**config.mk**
```make
export PLATFORM = sky130hd
export DESIGN_NAME = memory_port_arbiter_flat
export DESIGN_NICKNAME = d
export VERILOG_FILES = /design/src/rtl/memory_port_arbiter_if.sv /design/src/rtl/memory_port_arbiter.sv /design/src/flat_wrapper.sv
export SDC_FILE = /design/constraint.sdc
export NUM_CORES = 1
export LEC_CHECK = 0
export CAP_MARGIN = 20
export CORE_MARGIN = 2
export CORE_UTILIZATION = 40
export DETAILED_ROUTE_END_ITERATION = 7
export GPL_ROUTABILITY_DRIVEN = 1
export GPL_TIMING_DRIVEN = 0
export PLACE_DENSITY = 0.87
export RECOVER_POWER = 50
export SYNTH_ARGS = -nofsm -noshare
export SYNTH_HDL_FRONTEND = slang
export SYNTH_SLANG_ARGS = --single-unit
```
**constraint.sdc**
```tcl
create_clock -name ClockInput -period 2.3 [get_ports ClockInput]
set_input_delay 0.46 -clock ClockInput [delete_from_list [all_inputs] [get_ports ClockInput]]
set_output_delay 0.46 -clock ClockInput [all_outputs]
set_load 0.005 [all_outputs]
```
**src/rtl/memory_port_arbiter_if.sv**
```systemverilog
// memory_port_arbiter_if
// Bundles every handshake and memory-bus signal of the memory port arbiter.
//   master : the environment side (fetch stage, MEM stage and the memory itself)
//   slave  : the arbiter side
// Requester signals : IF_ReqValid/IF_Address, MEM_ReqValid/MEM_OpCode/MEM_Address/MEM_WriteData
// Requester returns : IF_Grant/MEM_Grant, IF_ReadData/MEM_ReadData, IF_Stall/MEM_Stall
// Memory bus        : Mem_Address, Mem_WriteData, Mem_ReadEnable, Mem_WriteEnable (to memory)
//                     Mem_ReadData, Mem_Ready (from memory)
// Status            : BusError (sticky timeout flag)
interface memory_port_arbiter_if #(
   parameter int ADDR_W = 8,
   parameter int DATA_W = 16
);
   logic              IF_ReqValid;
   logic [ADDR_W-1:0] IF_Address;
   logic              MEM_ReqValid;
   logic [3:0]        MEM_OpCode;
   logic [ADDR_W-1:0] MEM_Address;
   logic [DATA_W-1:0] MEM_WriteData;

   logic              IF_Grant;
   logic              MEM_Grant;
   logic [DATA_W-1:0] IF_ReadData;
   logic [DATA_W-1:0] MEM_ReadData;
   logic              IF_Stall;
   logic              MEM_Stall;

   logic [ADDR_W-1:0] Mem_Address;
   logic [DATA_W-1:0] Mem_WriteData;
   logic              Mem_ReadEnable;
   logic              Mem_WriteEnable;
   logic [DATA_W-1:0] Mem_ReadData;
   logic              Mem_Ready;

   logic              BusError;

   modport master (
      output IF_ReqValid, IF_Address, MEM_ReqValid, MEM_OpCode, MEM_Address, MEM_WriteData,
      output Mem_ReadData, Mem_Ready,
      input  IF_Grant, MEM_Grant, IF_ReadData, MEM_ReadData, IF_Stall, MEM_Stall,
      input  Mem_Address, Mem_WriteData, Mem_ReadEnable, Mem_WriteEnable, BusError
   );

   modport slave (
      input  IF_ReqValid, IF_Address, MEM_ReqValid, MEM_OpCode, MEM_Address, MEM_WriteData,
      input  Mem_ReadData, Mem_Ready,
      output IF_Grant, MEM_Grant, IF_ReadData, MEM_ReadData, IF_Stall, MEM_Stall,
      output Mem_Address, Mem_WriteData, Mem_ReadEnable, Mem_WriteEnable, BusError
   );
endinterface

```
**src/rtl/memory_port_arbiter.sv**
```systemverilog
// memory_port_arbiter
// Shares one single-port memory between the instruction fetch (IF) and MEM pipeline stages.
// MEM normally wins, but after STARVE_LIMIT consecutive MEM wins over a waiting fetch the
// fetch is served. An access that sees no Mem_Ready for TIMEOUT cycles is forced to finish,
// returns 0 as read data and raises the sticky BusError flag.
// Ports:
//   ClockInput : clock, all state changes on its rising edge
//   ResetInput : asynchronous active-high reset
//   bus        : slave side of memory_port_arbiter_if (requests, grants, memory bus, BusError)
// ADDR_W/DATA_W must match the parameters of the connected interface instance.
module memory_port_arbiter #(
   parameter int ADDR_W       = 8,
   parameter int DATA_W       = 16,
   parameter int STARVE_LIMIT = 3,
   parameter int TIMEOUT      = 15
) (
   input logic                  ClockInput,
   input logic                  ResetInput,
   memory_port_arbiter_if.slave bus
);
   localparam int SC_W = (STARVE_LIMIT < 1) ? 1 : $clog2(STARVE_LIMIT + 1);
   localparam int WC_W = (TIMEOUT < 2) ? 1 : $clog2(TIMEOUT);
   localparam logic [SC_W-1:0] STARVE_MAX = SC_W'(STARVE_LIMIT);
   localparam logic [WC_W-1:0] WAIT_LAST  = WC_W'(TIMEOUT - 1);
   localparam logic [3:0]      OP_LW      = 4'd2;
   localparam logic [3:0]      OP_SW      = 4'd3;

   typedef enum logic [1:0] {IDLE, IF_ACCESS, MEM_ACCESS} state_t;

   state_t            state;
   state_t            state_next;
   logic              mem_valid;
   logic              start_if;
   logic              start_mem;
   logic              done_ready;
   logic              done_timeout;
   logic              rd_en;
   logic              wr_en;
   logic [ADDR_W-1:0] lat_addr;
   logic [DATA_W-1:0] lat_data;
   logic [3:0]        lat_op;
   logic [SC_W-1:0]   starve_count;
   logic [WC_W-1:0]   wait_count;
   logic              if_grant;
   logic              mem_grant;
   logic [DATA_W-1:0] if_rdata;
   logic [DATA_W-1:0] mem_rdata;
   logic              bus_error;

   // Only loads and stores count as MEM requests; any other opcode is invisible.
   assign mem_valid = bus.MEM_ReqValid && (bus.MEM_OpCode == OP_LW || bus.MEM_OpCode == OP_SW);

   // State register. Reset forces IDLE asynchronously so the memory enables,
   // which decode straight from the state, drop without waiting for a clock edge.
   always_ff @(posedge ClockInput or posedge ResetInput) begin
      if (ResetInput) state <= IDLE;
      else            state <= state_next;
   end

   // Next-state and memory-enable decode. In IDLE the MEM stage wins unless the
   // fetch has already lost STARVE_MAX times in a row. In an access state,
   // Mem_Ready takes priority over the timeout, so a ready arriving in the very
   // last allowed cycle still completes as a normal access.
   always_comb begin
      state_next   = state;
      start_if     = 1'b0;
      start_mem    = 1'b0;
      done_ready   = 1'b0;
      done_timeout = 1'b0;
      rd_en        = 1'b0;
      wr_en        = 1'b0;
      case (state)
         IDLE: begin
            if (mem_valid && !(bus.IF_ReqValid && starve_count == STARVE_MAX)) begin
               state_next = MEM_ACCESS;
               start_mem  = 1'b1;
            end else if (bus.IF_ReqValid) begin
               state_next = IF_ACCESS;
               start_if   = 1'b1;
            end
         end
         IF_ACCESS, MEM_ACCESS: begin
            if (state == MEM_ACCESS && lat_op == OP_SW) wr_en = 1'b1;
            else                                        rd_en = 1'b1;
            if (bus.Mem_Ready) begin
               done_ready = 1'b1;
               state_next = IDLE;
            end else if (wait_count == WAIT_LAST) begin
               done_timeout = 1'b1;
               state_next   = IDLE;
            end
         end
         default: state_next = IDLE;
      endcase
   end

   // Request latching, fairness and timeout counters, grant pulses and read
   // results. The requester's inputs are captured once on entry so they may
   // change freely while the access is in flight. Grants are registered, so
   // they appear in the cycle after completion, which is already an IDLE cycle.
   always_ff @(posedge ClockInput or posedge ResetInput) begin
      if (ResetInput) begin
         lat_addr     <= '0;
         lat_data     <= '0;
         lat_op       <= '0;
         starve_count <= '0;
         wait_count   <= '0;
         if_grant     <= 1'b0;
         mem_grant    <= 1'b0;
         if_rdata     <= '0;
         mem_rdata    <= '0;
         bus_error    <= 1'b0;
      end else begin
         if_grant  <= (state == IF_ACCESS)  && (done_ready || done_timeout);
         mem_grant <= (state == MEM_ACCESS) && (done_ready || done_timeout);

         if (start_if) begin
            lat_addr     <= bus.IF_Address;
            lat_op       <= 4'd0;
            wait_count   <= '0;
            starve_count <= '0;
         end else if (start_mem) begin
            lat_addr   <= bus.MEM_Address;
            lat_data   <= bus.MEM_WriteData;
            lat_op     <= bus.MEM_OpCode;
            wait_count <= '0;
            if (bus.IF_ReqValid && starve_count != STARVE_MAX)
               starve_count <= starve_count + 1'b1;
         end else if (state != IDLE && !done_ready && !done_timeout) begin
            wait_count <= wait_count + 1'b1;
         end

         if (state == IF_ACCESS) begin
            if (done_ready)        if_rdata <= bus.Mem_ReadData;
            else if (done_timeout) if_rdata <= '0;
         end
         if (state == MEM_ACCESS && lat_op == OP_LW) begin
            if (done_ready)        mem_rdata <= bus.Mem_ReadData;
            else if (done_timeout) mem_rdata <= '0;
         end

         if (done_timeout) bus_error <= 1'b1;
      end
   end

   assign bus.Mem_Address     = lat_addr;
   assign bus.Mem_WriteData   = lat_data;
   assign bus.Mem_ReadEnable  = rd_en;
   assign bus.Mem_WriteEnable = wr_en;
   assign bus.IF_Grant        = if_grant;
   assign bus.MEM_Grant       = mem_grant;
   assign bus.IF_ReadData     = if_rdata;
   assign bus.MEM_ReadData    = mem_rdata;
   assign bus.BusError        = bus_error;

   // Stalls are combinational so a requester is released in its grant cycle.
   assign bus.IF_Stall  = bus.IF_ReqValid & ~if_grant;
   assign bus.MEM_Stall = mem_valid & ~mem_grant;
endmodule

```
**src/flat_wrapper.sv**
```systemverilog
// flat-port wrapper written by rule: the top's interface ports become plain ports
module memory_port_arbiter_flat 
#(
   parameter int ADDR_W       = 8,
   parameter int DATA_W       = 16,
   parameter int STARVE_LIMIT = 3,
   parameter int TIMEOUT      = 15
)
  (ClockInput, ResetInput, bus_IF_ReqValid, bus_IF_Address, bus_MEM_ReqValid, bus_MEM_OpCode, bus_MEM_Address, bus_MEM_WriteData, bus_Mem_ReadData, bus_Mem_Ready, bus_IF_Grant, bus_MEM_Grant, bus_IF_ReadData, bus_MEM_ReadData, bus_IF_Stall, bus_MEM_Stall, bus_Mem_Address, bus_Mem_WriteData, bus_Mem_ReadEnable, bus_Mem_WriteEnable, bus_BusError);
  memory_port_arbiter_if #(.ADDR_W(ADDR_W), .DATA_W(DATA_W)) bus_i ();
  input logic ClockInput;
  input logic ResetInput;
  input wire logic [$bits(bus_i.IF_ReqValid)-1:0] bus_IF_ReqValid;
  input wire logic [$bits(bus_i.IF_Address)-1:0] bus_IF_Address;
  input wire logic [$bits(bus_i.MEM_ReqValid)-1:0] bus_MEM_ReqValid;
  input wire logic [$bits(bus_i.MEM_OpCode)-1:0] bus_MEM_OpCode;
  input wire logic [$bits(bus_i.MEM_Address)-1:0] bus_MEM_Address;
  input wire logic [$bits(bus_i.MEM_WriteData)-1:0] bus_MEM_WriteData;
  input wire logic [$bits(bus_i.Mem_ReadData)-1:0] bus_Mem_ReadData;
  input wire logic [$bits(bus_i.Mem_Ready)-1:0] bus_Mem_Ready;
  output wire logic [$bits(bus_i.IF_Grant)-1:0] bus_IF_Grant;
  output wire logic [$bits(bus_i.MEM_Grant)-1:0] bus_MEM_Grant;
  output wire logic [$bits(bus_i.IF_ReadData)-1:0] bus_IF_ReadData;
  output wire logic [$bits(bus_i.MEM_ReadData)-1:0] bus_MEM_ReadData;
  output wire logic [$bits(bus_i.IF_Stall)-1:0] bus_IF_Stall;
  output wire logic [$bits(bus_i.MEM_Stall)-1:0] bus_MEM_Stall;
  output wire logic [$bits(bus_i.Mem_Address)-1:0] bus_Mem_Address;
  output wire logic [$bits(bus_i.Mem_WriteData)-1:0] bus_Mem_WriteData;
  output wire logic [$bits(bus_i.Mem_ReadEnable)-1:0] bus_Mem_ReadEnable;
  output wire logic [$bits(bus_i.Mem_WriteEnable)-1:0] bus_Mem_WriteEnable;
  output wire logic [$bits(bus_i.BusError)-1:0] bus_BusError;
  assign bus_i.IF_ReqValid = bus_IF_ReqValid;
  assign bus_i.IF_Address = bus_IF_Address;
  assign bus_i.MEM_ReqValid = bus_MEM_ReqValid;
  assign bus_i.MEM_OpCode = bus_MEM_OpCode;
  assign bus_i.MEM_Address = bus_MEM_Address;
  assign bus_i.MEM_WriteData = bus_MEM_WriteData;
  assign bus_i.Mem_ReadData = bus_Mem_ReadData;
  assign bus_i.Mem_Ready = bus_Mem_Ready;
  assign bus_IF_Grant = bus_i.IF_Grant;
  assign bus_MEM_Grant = bus_i.MEM_Grant;
  assign bus_IF_ReadData = bus_i.IF_ReadData;
  assign bus_MEM_ReadData = bus_i.MEM_ReadData;
  assign bus_IF_Stall = bus_i.IF_Stall;
  assign bus_MEM_Stall = bus_i.MEM_Stall;
  assign bus_Mem_Address = bus_i.Mem_Address;
  assign bus_Mem_WriteData = bus_i.Mem_WriteData;
  assign bus_Mem_ReadEnable = bus_i.Mem_ReadEnable;
  assign bus_Mem_WriteEnable = bus_i.Mem_WriteEnable;
  assign bus_BusError = bus_i.BusError;
  memory_port_arbiter #(.ADDR_W(ADDR_W), .DATA_W(DATA_W), .STARVE_LIMIT(STARVE_LIMIT), .TIMEOUT(TIMEOUT)) u_core (.ClockInput(ClockInput), .ResetInput(ResetInput), .bus(bus_i));
endmodule
```
==> results.json, run 1 <==
{
  "finalSetupViolCount": 0,
  "dieArea_mm2": 0.00886,
  "p_total_mw": 4.92,
  "grt_max_degree": 72,
  "max_freq_ghz": 0.468,
  "num_antenna_cells": 0,
  "holdWs_ns": 0.491,
  "report.final.slew_viol_count": 0,
  "drc_errors": 0,
  "grt_setup_unrepaired": "no",
  "yosys_register_bits": 71,
  "fin_crit_sh_pct": 92.9,
  "layout_commonest_cell": "clkdlybuf4s50_1",
  "yosysSeqAreaShare_pct": 54.7,
  "cellPowerDensity_mw_per_mm2": 1010,
  "crit_path_cell_trace": "clkdlybuf4s50_1 > and4bb_2 > buf_2 > nand3_1 > buf_6 > mux2_4",
  "yosys.cell_types.count": 41,
  "synth-edff-count": 0,
  "min_path_type": "reg2reg",
  "dr.pass1.iters": 4,
  "hold_buffers": 0,
  "async_reset_ff_share_pct": 100,
  "num_rows": 32,
  "drive_above_1_share_pct": 19.4,
  "avgSynthCellArea_um2": 12.6,
  "rrSetupSlack_ns": 0.27,
  "clk_latency_ns": 0.34,
  "ys.flop_type": "dfrtp_1",
  "fin_nets": 455,
  "arrival_ns": 2.36,
  "syn-instance-count": 257,
  "crit_path_start_kind": "input pin",
  "startpoint": "bus_MEM_ReqValid",
  "drt_iter0_markers": 258,
  "crit_end": "u_core.bus.Mem_WriteData[0]",
  "wire_per_inst_um": 16.9,
  "tightestPinTransition_ns": 1.44,
  "critPathMaxStageDelay_ns": 0.52,
  "clockRootBuffer": "clkbuf_8",
  "syn_nets": 320,
  "viasPerCell": 5.26,
  "core_area_mm2": 0.00781,
  "clock_skew_ns": 0.00724,
  "hold-path-cell-count": 1,
  "drtAntennaViolNets": 0,
  "die_w_um": 94.1,
  "grt_usage_pct": 19.8,
  "pre_cts_slack_ns": -0.192,
  "initial_core_util_pct": 41.6,
  "synthesis.area_mm2": 0.00325,
  "area_growth_pct": 49.8,
  "numCtsBuffers": 9,
  "path_depth": 6,
  "io_buffers": 118,
  "ir_worst_vdd_mv": 0.500,
  "clk_pin_slew_ns": 0.08,
  "fillCellCount": 631,
  "required_ns": 2.52,
  "die_h_um": 94.1,
  "slowest_stage": "clkdlybuf4s50_1",
  "leakagePower_nw": 2.32,
  "grt_pass1_wl_um": 13400,
  "crit_family": "buffers and inverters",
  "hpwl_um": 6030,
  "cp-end-kind": "register",
  "cts_tree": "built",
  "ctsLongestPathBuffers": 2,
  "r2r_cells": 8,
  "cp_max_fo": 10,
  "r2r-start": "u_core.state[0]",
  "mostFrequentLayoutCells": "clkdlybuf4s50_1, dfrtp_1, and3_1, dlygate4sd3_1, mux2_4",
  "crit_buf_inv": 3,
  "final-seq-area_mm2": 0.00178,
  "gp_congestion": 0.770,
  "pin_count": 120,
  "drt-total-wl_um": 8410,
  "finalWorstSetupSlack_ns": 0.162,
  "path_class": "in2reg",
  "max_slew_margin_pct": 3.91,
  "antenna_found_initial": 0,
  "grt_pass1_vias": 2691,
  "via_count": 2624,
  "status": "completed",
  "grt_overflow": 0,
  "hold_viol_final": 0,
  "cts_sinks": 71,
  "yosys_warnings": 0,
  "multi_input_area_mm2": 0.00135,
  "maxCapViolCount": 0,
  "fin_tns_setup_ns": 0,
  "htreeDepth": 3,
  "regToRegEndpoint": "u_core.bus.IF_ReadData[3]",
  "fin_crit_ns": 2.14
}
-- where the power goes --
group / total (mW) / switching [mW] / internal [mW]
combinational: 1.94 / 0.763 / 1.18
sequential: 1.88 / 0.237 / 1.65
clock: 1.09 / 0.482 / 0.612
-- sequential cells by signal, indices dropped and copies added, names as in the netlist --
name	cells
u_core.lat_op	4
u_core.bus.Mem_Address	8
u_core.bus.MEM_ReadData	16
u_core.bus.IF_ReadData	16
u_core.bus.MEM_Grant	1
u_core.bus.Mem_WriteData	16
u_core.state	2
u_core.starve_count	2
u_core.bus.BusError	1
u_core.bus.IF_Grant	1
u_core.wait_count	4
-- cell usage after synthesis (all sizes together), types with 5 or more instances --
| master | number | area, µm² |
|---|---|---|
| a211oi | 8 | 60.1 |
| a221oi | 8 | 70.1 |
| a22o | 16 | 140 |
| and3 | 21 | 131 |
| buf | 9 | 57.6 |
| clkbuf | 9 | 35.0 |
| dfrtp | 71 | 1780 |
| ha | 6 | 75.1 |
| inv | 15 | 56.3 |
| mux2 | 33 | 439 |
| nand2 | 8 | 30.0 |
| nand3 | 7 | 52.6 |
| nand4 | 5 | 46.3 |
| nor2 | 10 | 37.5 |
-- logic make-up after synthesis --
| family | count (synthesis) | share of synthesized area [%] |
|---|---|---|
| AND/OR/NAND/NOR | 65 | 12.9 |
| flip-flops | 71 | 54.7 |
| buffers and inverters | 33 | 4.58 |
| AO/OA/AOI/OAI | 48 | 11.7 |
| adder cells (fa/ha/maj) | 6 | 2.31 |
| multiplexers | 34 | 13.8 |
-- per-layer routing --
metal	track usage [%]	share of wire, %	up-vias
met2	32.3	48	116
met3	5.54	7.4	15
li1	-	-	1223
met5	0	0	-
met4	8.33	2.1	0
met1	24.6	42	1270
-- worst min-delay path by stage --
| stage | startpoint | end |
|---|---|---|
| 2_1_floorplan | u_core.starve_count[1] | u_core.starve_count[1] |
| 3_3_place_gp | u_core.bus.BusError | u_core.bus.BusError |
| 3_5_place_dp | u_core.bus.BusError | u_core.bus.BusError |
| 4_1_cts | u_core.bus.BusError | u_core.bus.BusError |
| 5_1_grt | u_core.bus.BusError | u_core.bus.BusError |
| 6_report | u_core.bus.BusError | u_core.bus.BusError |
-- repair_timing --
| item | CTS | global route |
|---|---|---|
| resized for setup | 8 | 6 |
| cloned | 0 | 0 |
| pin swaps | 2 | 3 |
| setup endpoints to repair | 2 | 2 |
| setup buffers | 3 | 4 |
-- stage by stage --
step | utilization (%) | std cells | instance area, µm²
after global placement | 58.4 | 477 | 4560
after global routing | 62.4 | 499 | 4870
after detailed placement | 58.4 | 477 | 4560
after CTS | 62.0 | 495 | 4840
after floorplan | - | 257 | 3250
final | 62.4 | 499 | 4870
-- final cells by class --
type                       count  share of cell area (%)
inverter                      15                    1.16
sequential                    71                    36.5
tap                          102                    2.62
timing repair buffer         125                    25.5
buffer                        17                    1.93
multi-input combinational    153                    27.8
clock inverter                 7                    2.00
clock buffer                   9                    2.54
No activity file was read; power rests on OpenSTA's default activity.
==> inputs of run 2 (changes only) <==
Settings changed: ABC_CLOCK_PERIOD_IN_PS from default to 2300.
==> results of run 2 <==
The final DEF is identical to that of run 1; final timing and power are the same.
==> inputs of run 3 (changes only) <==
Settings changed: CTS_BUF_LIST from default to sky130_fd_sc_hd__clkbuf_16.
==> run 3 against run 2 <==
Compared with the run above: non-clock buffer count decreased by 2; clock-buffer cell count is the same; register-to-register slack got worse by 0.02 ns; sequential power barely moved.
==> results.json, run 3 (synthesized netlist as in run 1, its figures left out) <==
{
  "grt_max_degree": 72,
  "hold-path-cell-count": 1,
  "dp_cells": 477,
  "min_path_type": "reg2reg",
  "crit_path_start_kind": "input pin",
  "hpwl_um": 6030,
  "clk_latency_ns": 0.32,
  "regToRegEndpoint": "u_core.bus.IF_ReadData[13]",
  "tightestPinTransition_ns": 1.44,
  "cts_tree": "built",
  "maxCapViolCount": 0,
  "max_slew_margin_pct": 4.31,
  "cp-end-kind": "register",
  "finalWorstSetupSlack_ns": 0.119,
  "crit_family": "compound AO/OA/AOI/OAI gates",
  "fin_nets": 453,
  "mostFrequentLayoutCells": "clkdlybuf4s50_1, dfrtp_1, dlygate4sd3_1",
  "grt_usage_pct": 19.6,
  "pre_cts_slack_ns": -0.192,
  "clockRootBuffer": "clkbuf_16",
  "pin_count": 120,
  "grt_pass1_wl_um": 13400,
  "via_count": 2635,
  "fin_crit_sh_pct": 94.8,
  "fin_crit_ns": 2.18,
  "gp_congestion": 0.770,
  "drive_above_1_share_pct": 19.2,
  "dr.pass1.iters": 5,
  "grt_overflow": 0,
  "die_w_um": 94.1,
  "viasPerCell": 5.30,
  "critPathMaxStageDelay_ns": 0.62,
  "r2r-start": "u_core.state[0]",
  "initial_core_util_pct": 41.6,
  "hold_viol_final": 0,
  "num_rows": 32,
  "htreeDepth": 3,
  "crit_buf_inv": 3,
  "hold_buffers": 0,
  "slowest_stage": "a21oi_1",
  "layout_commonest_cell": "clkdlybuf4s50_1",
  "final-seq-area_mm2": 0.00178,
  "cts_sinks": 71,
  "finalSetupViolCount": 0,
  "grt_pass1_vias": 2698,
  "core_area_mm2": 0.00781,
  "leakagePower_nw": 2.38,
  "area_growth_pct": 52.9,
  "wire_per_inst_um": 16.8,
  "numCtsBuffers": 9,
  "cellPowerDensity_mw_per_mm2": 1060,
  "fillCellCount": 613,
  "report.final.slew_viol_count": 0,
  "drt_iter0_markers": 178,
  "dieArea_mm2": 0.00886,
  "clock_skew_ns": 0.00359,
  "ir_worst_vdd_mv": 0.512,
  "status": "completed",
  "grt_setup_unrepaired": "no",
  "path_class": "in2reg",
  "drc_errors": 0,
  "die_h_um": 94.1,
  "min-delay-start": "u_core.bus.BusError",
  "path_common_cell": "buf_4",
  "cp_max_fo": 9,
  "drtAntennaViolNets": 0,
  "ctsLongestPathBuffers": 2,
  "clk_pin_slew_ns": 0.06,
  "hold_end": "u_core.bus.BusError",
  "crit_path_cell_trace": "clkdlybuf4s50_1 > nand4bb_4 > buf_4 > buf_4 > a21oi_1 > a221oi_1",
  "r2r_cells": 8,
  "multi_input_area_mm2": 0.00137,
  "arrival_ns": 2.33,
  "rrSetupSlack_ns": 0.25,
  "drt-total-wl_um": 8360,
  "num_antenna_cells": 0,
  "finalNonFillerCells": 497,
  "required_ns": 2.45,
  "io_buffers": 118,
  "max_freq_ghz": 0.458,
  "antenna_found_initial": 0
}
[run 3: cell types whose count changed in the layout (fill, tap and decap cells not counted), sizes merged]
cell,change
buf,-2
dlygate4sd3,+8
clkdlybuf4s50,-8
[run 3: what timing repair did]
item / in CTS / in global routing
buffers inserted: 2 / 3
gates resized for setup: 7 / 7
cloned: 0 / 0
setup endpoints to repair: 2 / 2
pin swaps: 2 / 3
[run 3: routing by layer]
layer	wire [µm]	track usage, %	part of all wire, %
met1	3420	24.5	41
met2	4100	32.6	49
met3	667	5.14	8.0
met4	180	7.73	2.2
met5	0	0	0
[run 3: layout make-up]
type | instances | share of cell area (%)
sequential | 71 | 35.8
multi-input combinational | 153 | 27.5
timing repair buffer | 123 | 24.6
clock buffer | 9 | 4.53
tap | 102 | 2.57
clock inverter | 7 | 1.96
buffer | 17 | 1.89
inverter | 15 | 1.13
[run 3: worst max-delay path by stage]
stage	slack, ns	endpoint	cells after the start	from
after floorplan	0.04	u_core.bus.BusError	1	ResetInput
after global placement	-1.09	u_core.bus.MEM_ReadData[3]	2	ResetInput
after detailed placement	-0.19	bus_MEM_Stall	4	bus_MEM_OpCode[3]
after CTS	0.006	bus_MEM_Stall	4	bus_MEM_OpCode[1]
after global routing	0.02	u_core.bus.Mem_Address[0]	6	bus_MEM_OpCode[3]
final	0.12	u_core.bus.Mem_Address[0]	6	bus_MEM_OpCode[3]
[run 3: per-stage QoR]
stage / TNS [ns] / utilization (%) / hold WS, ns / power [mW] / cell area, µm²
floorplan: 0 / - / 0.454 / 2.79 / 3250
global placement: -77.01 / 58.4 / 0.460 / 3.79 / 4560
detailed placement: -0.566 / 58.4 / 0.467 / 3.87 / 4560
CTS: 0 / 63.1 / 0.483 / 5.40 / 4930
global route: 0 / 63.7 / 0.498 / 5.62 / 4970
finish: 0 / 63.7 / 0.480 / 5.29 / 4970
[run 3: worst reg2reg max path, cell delays in order (launching register included)]
cell,delay (ns)
dfrtp_1,0.36
inv_1,0.07
ha_1,0.29
buf_6,0.09
buf_4,0.19
and3_1,0.18
clkbuf_1,0.32
buf_2,0.31
a22o_1,0.18
[run 3: where the power goes]
part / leakage, nW / total, mW / internal (mW) / switching [mW]
Combinational: 1.32 / 1.93 / 1.16 / 0.768
Clock: 0.152 / 1.47 / 0.950 / 0.521
Sequential: 0.906 / 1.89 / 1.65 / 0.240
Total: 2.38 / 5.29 / 3.76 / 1.53
